## config.mk

```make
export PLATFORM = sky130hd
export DESIGN_NAME = axi_sram_slave
export DESIGN_NICKNAME = d
export VERILOG_FILES = /design/src/rtl/axi_sram_pkg.sv /design/src/rtl/axi_sram_slave_addr_gen.sv /design/src/rtl/axi_sram_slave.sv
export SDC_FILE = /design/constraint.sdc
export NUM_CORES = 1
export LEC_CHECK = 0
export ABC_AREA = 1
export CORE_AREA = 2 2 110 112
export DETAILED_ROUTE_END_ITERATION = 6
export DIE_AREA = 0 0 112 114
export DONT_BUFFER_PORTS = 1
export SYNTH_ARGS = -nofsm -noshare
export SYNTH_HDL_FRONTEND = slang
export SYNTH_SLANG_ARGS = --single-unit
```

## constraint.sdc

```tcl
create_clock -name clk -period 4.72 [get_ports clk]
set_clock_uncertainty 0.05 [all_clocks]
set_input_delay 0.944 -clock clk [delete_from_list [all_inputs] [get_ports clk]]
set_output_delay 0.944 -clock clk [all_outputs]
set_load 0.01 [all_outputs]
```

## src/rtl/axi_sram_pkg.sv

```systemverilog
// axi_sram_pkg: shared types for the AXI-to-SRAM slave.
// WRAP burst support is compiled in with AXI_SRAM_WRAP_EN.
package axi_sram_pkg;

    typedef enum logic [1:0] {
        BURST_FIXED = 2'b00,
        BURST_INCR  = 2'b01,
        BURST_WRAP  = 2'b10
    } burst_e;

    localparam logic [1:0] RESP_OKAY   = 2'b00;
    localparam logic [1:0] RESP_SLVERR = 2'b10;

    typedef enum logic [1:0] {
        ST_IDLE,
        ST_RD,
        ST_WR,
        ST_WRESP
    } state_e;

    typedef enum logic {
        GRANT_WRITE,
        GRANT_READ
    } grant_e;

    function automatic logic [2:0] clamp_size(
        input logic [2:0] size,
        input logic [2:0] max_size
    );
        return (size > max_size) ? max_size : size;
    endfunction

endpackage

```

## src/rtl/axi_sram_slave_addr_gen.sv

```systemverilog
// axi_burst_addr_gen: per-beat byte address for FIXED/INCR bursts,
// plus WRAP bursts when AXI_SRAM_WRAP_EN is defined.
module axi_burst_addr_gen
    import axi_sram_pkg::*;
#(
    parameter int ADDR_W = 32,
    parameter int LEN_W  = 4
) (
    input  logic              clk,
    input  logic              rst,
    input  logic              load_i,
    input  logic [ADDR_W-1:0] addr_i,
    input  logic              advance_i,
    input  logic [LEN_W-1:0]  len_i,
    input  logic [2:0]        size_i,
    input  logic [1:0]        burst_i,
    output logic [ADDR_W-1:0] cur_addr_o,
    output logic [ADDR_W-1:0] next_addr_o,
    output logic              wrap_err_o
);

    logic [ADDR_W-1:0] addr_q, addr_d;
    logic [ADDR_W-1:0] step, aligned, incr, wrap_mask;
    logic              len_pow2;
    logic              wrap_ok;

    always_comb begin
        step      = ADDR_W'(1) << size_i;
        aligned   = addr_q & ~(step - ADDR_W'(1));
        incr      = aligned + step;
        wrap_mask = ((ADDR_W'(len_i) + ADDR_W'(1)) << size_i) - ADDR_W'(1);
        len_pow2  = (len_i != '0) && ((len_i & (len_i + LEN_W'(1))) == '0);
    end

`ifdef AXI_SRAM_WRAP_EN
    assign wrap_ok    = (burst_i == BURST_WRAP) && len_pow2;
    assign wrap_err_o = (burst_i == BURST_WRAP) && !len_pow2;
`else
    logic unused_wrap;
    assign unused_wrap = ^{len_pow2, wrap_mask};
    assign wrap_ok     = 1'b0;
    assign wrap_err_o  = 1'b0;
`endif

    always_comb begin
        next_addr_o = incr;
        unique case (1'b1)
            burst_i == BURST_FIXED: next_addr_o = addr_q;
            wrap_ok:                next_addr_o = (addr_q & ~wrap_mask) | (incr & wrap_mask);
            default:                next_addr_o = incr;
        endcase
    end

    always_comb begin
        addr_d = addr_q;
        if (load_i) begin
            addr_d = addr_i;
        end else if (advance_i) begin
            addr_d = next_addr_o;
        end
    end

    always_ff @(posedge clk or negedge rst) begin
        if (!rst) begin
            addr_q <= '0;
        end else begin
            addr_q <= addr_d;
        end
    end

    assign cur_addr_o = addr_q;

endmodule

```

## src/rtl/axi_sram_slave.sv

```systemverilog
// axi_sram_slave: AXI slave in front of a 1-cycle-latency single-port SRAM.
// Define AXI_SRAM_WRAP_EN to honour WRAP bursts; otherwise WRAP acts as INCR.
module axi_sram_slave
    import axi_sram_pkg::*;
#(
    parameter int ID_W    = 8,
    parameter int ADDR_W  = 32,
    parameter int DATA_W  = 32,
    parameter int LEN_W   = 4,
    parameter int SRAM_AW = 14
) (
    input  logic                clk,
    input  logic                rst,
    input  logic [ID_W-1:0]     awid_i,
    input  logic [ADDR_W-1:0]   awaddr_i,
    input  logic [LEN_W-1:0]    awlen_i,
    input  logic [2:0]          awsize_i,
    input  logic [1:0]          awburst_i,
    input  logic                awvalid_i,
    output logic                awready_o,
    input  logic [DATA_W-1:0]   wdata_i,
    input  logic [DATA_W/8-1:0] wstrb_i,
    input  logic                wlast_i,
    input  logic                wvalid_i,
    output logic                wready_o,
    output logic [ID_W-1:0]     bid_o,
    output logic [1:0]          bresp_o,
    output logic                bvalid_o,
    input  logic                bready_i,
    input  logic [ID_W-1:0]     arid_i,
    input  logic [ADDR_W-1:0]   araddr_i,
    input  logic [LEN_W-1:0]    arlen_i,
    input  logic [2:0]          arsize_i,
    input  logic [1:0]          arburst_i,
    input  logic                arvalid_i,
    output logic                arready_o,
    output logic [ID_W-1:0]     rid_o,
    output logic [DATA_W-1:0]   rdata_o,
    output logic [1:0]          rresp_o,
    output logic                rlast_o,
    output logic                rvalid_o,
    input  logic                rready_i,
    output logic                sram_cs_o,
    output logic                sram_oe_o,
    output logic [DATA_W/8-1:0] sram_web_o,
    output logic [SRAM_AW-1:0]  sram_a_o,
    output logic [DATA_W-1:0]   sram_di_o,
    input  logic [DATA_W-1:0]   sram_do_i
);

    localparam int STRB_W = DATA_W / 8;
    localparam int OFF_W  = $clog2(STRB_W);
    localparam logic [2:0] OFF_SZ = 3'(OFF_W);

    state_e            state_q, state_d;
    grant_e            last_grant_q, last_grant_d;
    logic [LEN_W-1:0]  cnt_q, cnt_d, len_q;
    logic [ID_W-1:0]   id_q;
    logic [2:0]        size_q;
    logic [1:0]        burst_q;
    logic              werr_q;

    logic              in_idle, in_rd, in_wr, in_wresp;
    logic              both_valid, aw_rdy, ar_rdy;
    logic              aw_hs, ar_hs, w_hs, r_hs, b_hs, last_beat;
    logic [ADDR_W-1:0] ld_addr, cur_addr, next_addr, rd_addr;
    logic              wrap_err;
    logic              unused_addr;

    assign in_idle  = state_q == ST_IDLE;
    assign in_rd    = state_q == ST_RD;
    assign in_wr    = state_q == ST_WR;
    assign in_wresp = state_q == ST_WRESP;

    // Contention goes to the side that did not win last time.
    assign both_valid = awvalid_i && arvalid_i;
    assign aw_rdy = rst && in_idle && !(both_valid && last_grant_q == GRANT_WRITE);
    assign ar_rdy = rst && in_idle && !(both_valid && last_grant_q == GRANT_READ);

    assign aw_hs     = awvalid_i && aw_rdy;
    assign ar_hs     = arvalid_i && ar_rdy;
    assign w_hs      = wvalid_i && in_wr;
    assign r_hs      = in_rd && rready_i;
    assign b_hs      = in_wresp && bready_i;
    assign last_beat = cnt_q == len_q;
    assign ld_addr   = ar_hs ? araddr_i : awaddr_i;

    axi_burst_addr_gen #(
        .ADDR_W (ADDR_W),
        .LEN_W  (LEN_W)
    ) u_addr_gen (
        .clk         (clk),
        .rst         (rst),
        .load_i      (ar_hs || aw_hs),
        .addr_i      (ld_addr),
        .advance_i   (r_hs || w_hs),
        .len_i       (len_q),
        .size_i      (size_q),
        .burst_i     (burst_q),
        .cur_addr_o  (cur_addr),
        .next_addr_o (next_addr),
        .wrap_err_o  (wrap_err)
    );

    always_ff @(posedge clk or negedge rst) begin
        if (!rst) begin
            state_q <= ST_IDLE;
        end else begin
            state_q <= state_d;
        end
    end

    always_comb begin
        state_d      = state_q;
        last_grant_d = last_grant_q;
        cnt_d        = cnt_q;
        if (r_hs || w_hs) begin
            cnt_d = last_beat ? '0 : cnt_q + LEN_W'(1);
        end
        unique case (state_q)
            ST_IDLE: begin
                if (ar_hs) begin
                    state_d      = ST_RD;
                    last_grant_d = GRANT_READ;
                end else if (aw_hs) begin
                    state_d      = ST_WR;
                    last_grant_d = GRANT_WRITE;
                end
            end
            ST_RD:    if (r_hs && last_beat) state_d = ST_IDLE;
            ST_WR:    if (w_hs && last_beat) state_d = ST_WRESP;
            ST_WRESP: if (b_hs) state_d = ST_IDLE;
            default:  state_d = ST_IDLE;
        endcase
    end

    always_ff @(posedge clk or negedge rst) begin
        if (!rst) begin
            cnt_q        <= '0;
            last_grant_q <= GRANT_WRITE;
            id_q         <= '0;
            len_q        <= '0;
            size_q       <= '0;
            burst_q      <= '0;
            werr_q       <= 1'b0;
        end else begin
            cnt_q        <= cnt_d;
            last_grant_q <= last_grant_d;
            if (ar_hs) begin
                id_q    <= arid_i;
                len_q   <= arlen_i;
                size_q  <= clamp_size(arsize_i, OFF_SZ);
                burst_q <= arburst_i;
            end else if (aw_hs) begin
                id_q    <= awid_i;
                len_q   <= awlen_i;
                size_q  <= clamp_size(awsize_i, OFF_SZ);
                burst_q <= awburst_i;
                werr_q  <= 1'b0;
            end else if (w_hs) begin
                werr_q  <= werr_q | (wlast_i != last_beat);
            end
        end
    end

    always_comb begin
        awready_o  = aw_rdy;
        arready_o  = ar_rdy;
        wready_o   = in_wr;
        rvalid_o   = in_rd;
        bvalid_o   = in_wresp;
        rlast_o    = in_rd && last_beat;
        rdata_o    = in_rd ? sram_do_i : '0;
        rid_o      = id_q;
        bid_o      = id_q;
        rresp_o    = RESP_OKAY;
        bresp_o    = (in_wresp && (werr_q || wrap_err)) ? RESP_SLVERR : RESP_OKAY;
        sram_cs_o  = 1'b0;
        sram_oe_o  = 1'b0;
        sram_web_o = '1;
        sram_a_o   = '0;
        sram_di_o  = '0;
        // On a stall the current beat is re-read so sram_do_i stays put.
        rd_addr    = r_hs ? next_addr : cur_addr;
        unique case (1'b1)
            ar_hs: begin
                sram_cs_o = 1'b1;
                sram_oe_o = 1'b1;
                sram_a_o  = araddr_i[OFF_W +: SRAM_AW];
            end
            in_rd: begin
                sram_cs_o = 1'b1;
                sram_oe_o = 1'b1;
                sram_a_o  = rd_addr[OFF_W +: SRAM_AW];
            end
            w_hs && !wrap_err: begin
                sram_cs_o  = 1'b1;
                sram_web_o = ~wstrb_i;
                sram_a_o   = cur_addr[OFF_W +: SRAM_AW];
                sram_di_o  = wdata_i;
            end
            default: ;
        endcase
    end

    assign unused_addr = ^rd_addr;

endmodule

```

* After elaboration in Yosys (flattened, before gate mapping)
Cells that the tools add are included. Widths: inputs -> output; s select.
Cells by class: $lt $le $gt $ge 2, reductions and logical operators 29, shift-type cells 1, bitwise gates (word level) 6, add/sub/neg operators 3, mux-type cells 33, equal/unequal tests 9
Operators with widths (count):
- $mux 32 | 6
- $pmux 14 s3 | 1
- $add 32x32->32 | 1
- $and 32x32->32 | 1
- $not 32->32 | 1
- $shl 1x3->32 const A | 1
- $sub 32x1->32 const B | 1
- $mux 16 | 1
- $mux 2 | 8
- $mux 4 | 4
- $mux 8 | 2
- $logic_and 1x1->1 | 15
- $mux 3 | 4
- $pmux 2 s4 | 1
- $gt 3x2->1 const B | 2
- $mux 1 | 6
- $ne 2x1->1 const B | 3
- $reduce_bool 2->1 | 3
- $add 4x1->4 const B | 1
- $eq 2x2->1 const B | 2
- $eq 4x4->1 | 1
- $logic_not 2->1 | 2
- $not 4->4 | 1
- $reduce_and 2->1 | 2
- 10 further kinds | 13
Storage, ports and cells: word-level logic and storage cells 92, input port bits 174, output and inout bits 110, bits in registers 57

* Longest topological paths before layout
word-level depth 8, mapped depth 20, mapped depth without buffers 19

* Cells and area by module
A second synthesis with hierarchy kept.
Unflattened totals: cell total of the unflattened synthesis 980, area total of the unflattened synthesis 5893.2 um^2
Modules (own cells, without submodules):
- axi_burst_addr_gen | times used 1, sequential area each 800.8 um^2, area each 3080.5 um^2, cells an instance 478
- axi_sram_slave | times used 1, sequential area each 625.6 um^2, area each 2812.7 um^2, cells an instance 502

* Worst setup path after synthesis
OpenSTA, ideal clock, no wires.
path type flip-flop to output port, start reg size_q[1], end out sram_a_o[6], buffers on the path 1, arrival time 2170 ps, setup slack 1556 ps, data required time 3726 ps, stages on the path, launching flop included 17, cells stage by stage dfrtp_1 buf_6 nand2_1 nor2_1 inv_1 ha_1 nand2_1 inv_1 ha_1 inv_1 nor2_1 nor2_1 nand3_2 nand2_1 xor2_1 nand2_1 nand2_1
Between the ends: cells in the longest elaborated chain, start to end 8
RTL lines:
- start: declaration | line axi_sram_slave.sv:59 | logic [2:0] size_q;
- start signal: assignment | line axi_sram_slave.sv:152 | size_q <= clamp_size(arsize_i, OFF_SZ);
- start signal: assignment | line axi_sram_slave.sv:157 | size_q <= clamp_size(awsize_i, OFF_SZ);
- $shl 1x3->32 * | line axi_sram_slave_addr_gen.sv:28 | step = ADDR_W'(1) << size_i;
- $sub 32x1->32 | line axi_sram_slave_addr_gen.sv:29 | aligned = addr_q & ~(step - ADDR_W'(1));
- $not 32->32 | line axi_sram_slave_addr_gen.sv:29
- $and 32x32->32 | line axi_sram_slave_addr_gen.sv:29
- $add 32x32->32 * | line axi_sram_slave_addr_gen.sv:30 | incr = aligned + step;
- $mux 32 * | line axi_sram_slave_addr_gen.sv:47 | unique case (1'b1)
- $mux 16 * | line axi_sram_slave.sv:184 | rd_addr = r_hs ? next_addr : cur_addr;
- $pmux 14 s3 * | line axi_sram_slave.sv:185 | unique case (1'b1)
- end: declaration | line axi_sram_slave.sv:46 | output logic [SRAM_AW-1:0] sram_a_o,
Every way passes the cells marked *; elsewhere a longest branch is shown, timed or not.

* Worst setup path in the final report
start reg size_q[1], end out sram_a_o[11]
The elaborated chain is that of the path after synthesis.

==> flow_summary.yaml <==
die:
  start_util_pct: 35.6
  core_area_sq_um: 11700
  die-height_um: 114
  dieWidth_um: 112
  die_area_sq_um: 12800
  rows: 40
  io_pins: 284
setup_path:
  r2r-start: "size_q[1]"
  reg2reg_depth: 15
  endpoint_kind: "primary output"
  cp.required_ns: 3.73
  rr_endpoint: "u_addr_gen.cur_addr_o[13]"
  r2r_slack_ns: 1.92
  critPathKind: "reg -> out"
  path_max_fanout: 10
  cp-start-kind: "flip-flop"
  crit_arrival_ns: 3.01
final_layout:
  antenna-diode-count: 0
  layout.cells.non_filler: 817
  syn2layout_area_growth_pct: 2.31
  finish.utilization_pct: 36.4
  nets: 848
  final_design_area_no_fill_sq_um: 4260
  drive_above_1_share_pct: 8.81
global_routing:
  grt_pass1_wl_um: 19900
  grt.overflow.total: 0
  grt_max_degree: 44
  antenna_found_initial: 0
  grt_pass1_vias: 3758
  grt_usage_pct: 19.8
placement:
  io_buffer_count: 0
  place_congestion: 0.865
  dpl.cell_count: 809
  dp_slack_ns: 1.04
  place_area_sq_um: 4110
  hpwl_um: 10200
clock_network:
  cts_tree: "built"
  cts_resized: 0
  postCtsSetupBuffers: 0
  htree_levels: 2
  path_clk_slew_ns: 0.07
  cts-root-buf: "clkbuf_16"
  insertion_delay_ns: 0.28
  clock-sinks: 41
  cts_buffers: 5
  cts-hold-fix-buffers: 0
  cts_buffer_depth: 2
power_and_ir_drop:
  p_leak_nw: 2.35
  ir_drop_uv: 223
  power_density_nw_per_um2: 639
worst_hold_path:
  hold_path.class: "in -> async"
logic_synthesis:
  synthCells: 695
  synth-edff-count: 0
  synth-seq-cells: 41
  synth.distinct_cells: 48
  async_reset_ff_share_pct: 100
  synth_area_per_cell_sq_um: 5.99
  synth_top_area_share_pct: 24.6
  ys_top_cells_by_area: "dfrtp_1, nand2_1, inv_1"
  ys.warnings.count: 0
  yosysSeqAreaShare_pct: 24.6
  synth_ff_type: "dfrtp_1"
  yosysTopAreaCell: "dfrtp_1"
  syn-cell-area_sq_um: 4170
job:
  drv_cap: 0
timing:
  fmax_mhz: 250
  final_hold_viol_count: 0
  tns_ns: 0
  setup_viol: 0
  min_period_ns: 4.00
  tightestPinTransition_ns: 0.759
  setup_slack_ns: 0.719
  finalCritPeriodShare_pct: 84.8
  relSlewSlack_pct: 49.3
  drv_slew: 0
  rsz0062_at_grt: "no"
routing:
  ant_nets: 0
  drtIter0Drc: 257
  drt-vias-per-instance: 5.16
  vias: 4216
  drt-total-wl_um: 13100
  drc: 0
  dr.pass1.iters: 5
  wire_per_inst_um: 16.1
outcome:
  outcome: "complete, no violations"
## cell families (layout without fill, tap and decap cells)
logic type	Yosys count	count (layout)	share of synthesized area (%)
AND/OR/NAND/NOR	405	405	43.0
buffers and inverters	164	137	18.0
AO/OA/AOI/OAI	70	70	10.9
flip-flops	41	41	24.6
XOR/XNOR	9	9	1.89
adder cells (fa/ha/maj)	5	5	1.50
other	1	3	0.0900
## per-layer routing
metal | GRT usage [%] | routed length (um) | vias to the layer above
met5 | 0 | 0 | -
met1 | 27.8 | 5810 | 1931
met4 | 2.68 | 42 | 0
li1 | - | - | 2080
met3 | 3.13 | 922 | 4
met2 | 33.0 | 6360 | 201
## power breakdown
part	internal, mW	switching, mW
Combinational	0.479	1.12
Clock	0.225	0.149
Sequential	0.520	0.231
Total	1.22	1.50
## worst max path at each step
| stage | cells after the start | start | end |
|---|---|---|---|
| 3_3_place_gp | 14 | size_q[2] | sram_a_o[11] |
| 3_5_place_dp | 15 | size_q[2] | sram_a_o[11] |
| 6_report | 15 | size_q[1] | sram_a_o[11] |
| 5_1_grt | 15 | size_q[1] | sram_a_o[13] |
| 2_1_floorplan | 16 | size_q[1] | sram_a_o[6] |
| 4_1_cts | 15 | size_q[2] | sram_a_o[11] |
## cell usage after synthesis, types with 2 or more instances
library cell / number
a21oi_1: 19
a21oi_2: 2
a22oi_1: 10
a41oi_1: 2
buf_1: 3
buf_2: 6
buf_4: 14
buf_6: 7
clkbuf_1: 6
dfrtp_1: 41
ha_1: 5
inv_1: 111
inv_2: 12
inv_4: 3
nand2_1: 198
nand2_2: 5
nand3_1: 59
nand3_2: 7
nand3b_1: 3
nand4_1: 9
nor2_1: 103
nor2_2: 6
nor2_4: 5
nor3_1: 4
o21ai_0: 18
o21ai_1: 7
o21ai_2: 2
xnor2_1: 5
xor2_1: 4
## cells in the final DEF, fill, tap and decap left out, types with 9 or more instances in the layout
cell / count
nor2_1: 103
a22oi_1: 10
a21oi_1: 19
inv_1: 111
nand3_1: 59
nand2_1: 198
nand4_1: 9
inv_2: 12
dfrtp_1: 41
o21ai_0: 18
## state kept, by name, summed over array words and instances, names as in the netlist, named ones only
signal / count
u_addr_gen.cur_addr_o: 14
bid_o: 8
cnt_q: 4
len_q: 4
size_q: 3
burst_q: 2
state_q: 2
last_grant_q: 1
werr_q: 1
## critical path, cell delays in order, from the launching register on
cell	delay [ns]
dfrtp_1	0.59
nand2_1	0.19
nor2_1	0.19
inv_1	0.07
ha_1	0.29
nand2_1	0.06
inv_1	0.04
ha_1	0.32
nand2_1	0.12
inv_1	0.04
a21boi_1	0.17
nand3_2	0.21
nand2_1	0.12
nand2_1	0.07
nand3_1	0.07
nand3_1	0.16
## final cells by class
| type | count | area (sq um) |
|---|---|---|
| Clock buffer | 7 | 153 |
| Multi-Input combinational cell | 492 | 2400 |
| Timing Repair Buffer | 2 | 15.0 |
| Tap cell | 147 | 184 |
| Clock inverter | 1 | 5.00 |
| Sequential cell | 41 | 1030 |
| Inverter | 127 | 484 |
| Fill cell | 1303 | 7450 |
## per-stage QoR
step | total power [mW] | hold slack (ns)
final | 2.72 | 0.300
after global routing | 3.00 | 0.281
after floorplan | 2.10 | 0.422
after CTS | 2.75 | 0.294
after detailed placement | 2.37 | 0.446
after global placement | 2.33 | 0.440
Note: power is estimated with default switching activity, not from simulation.
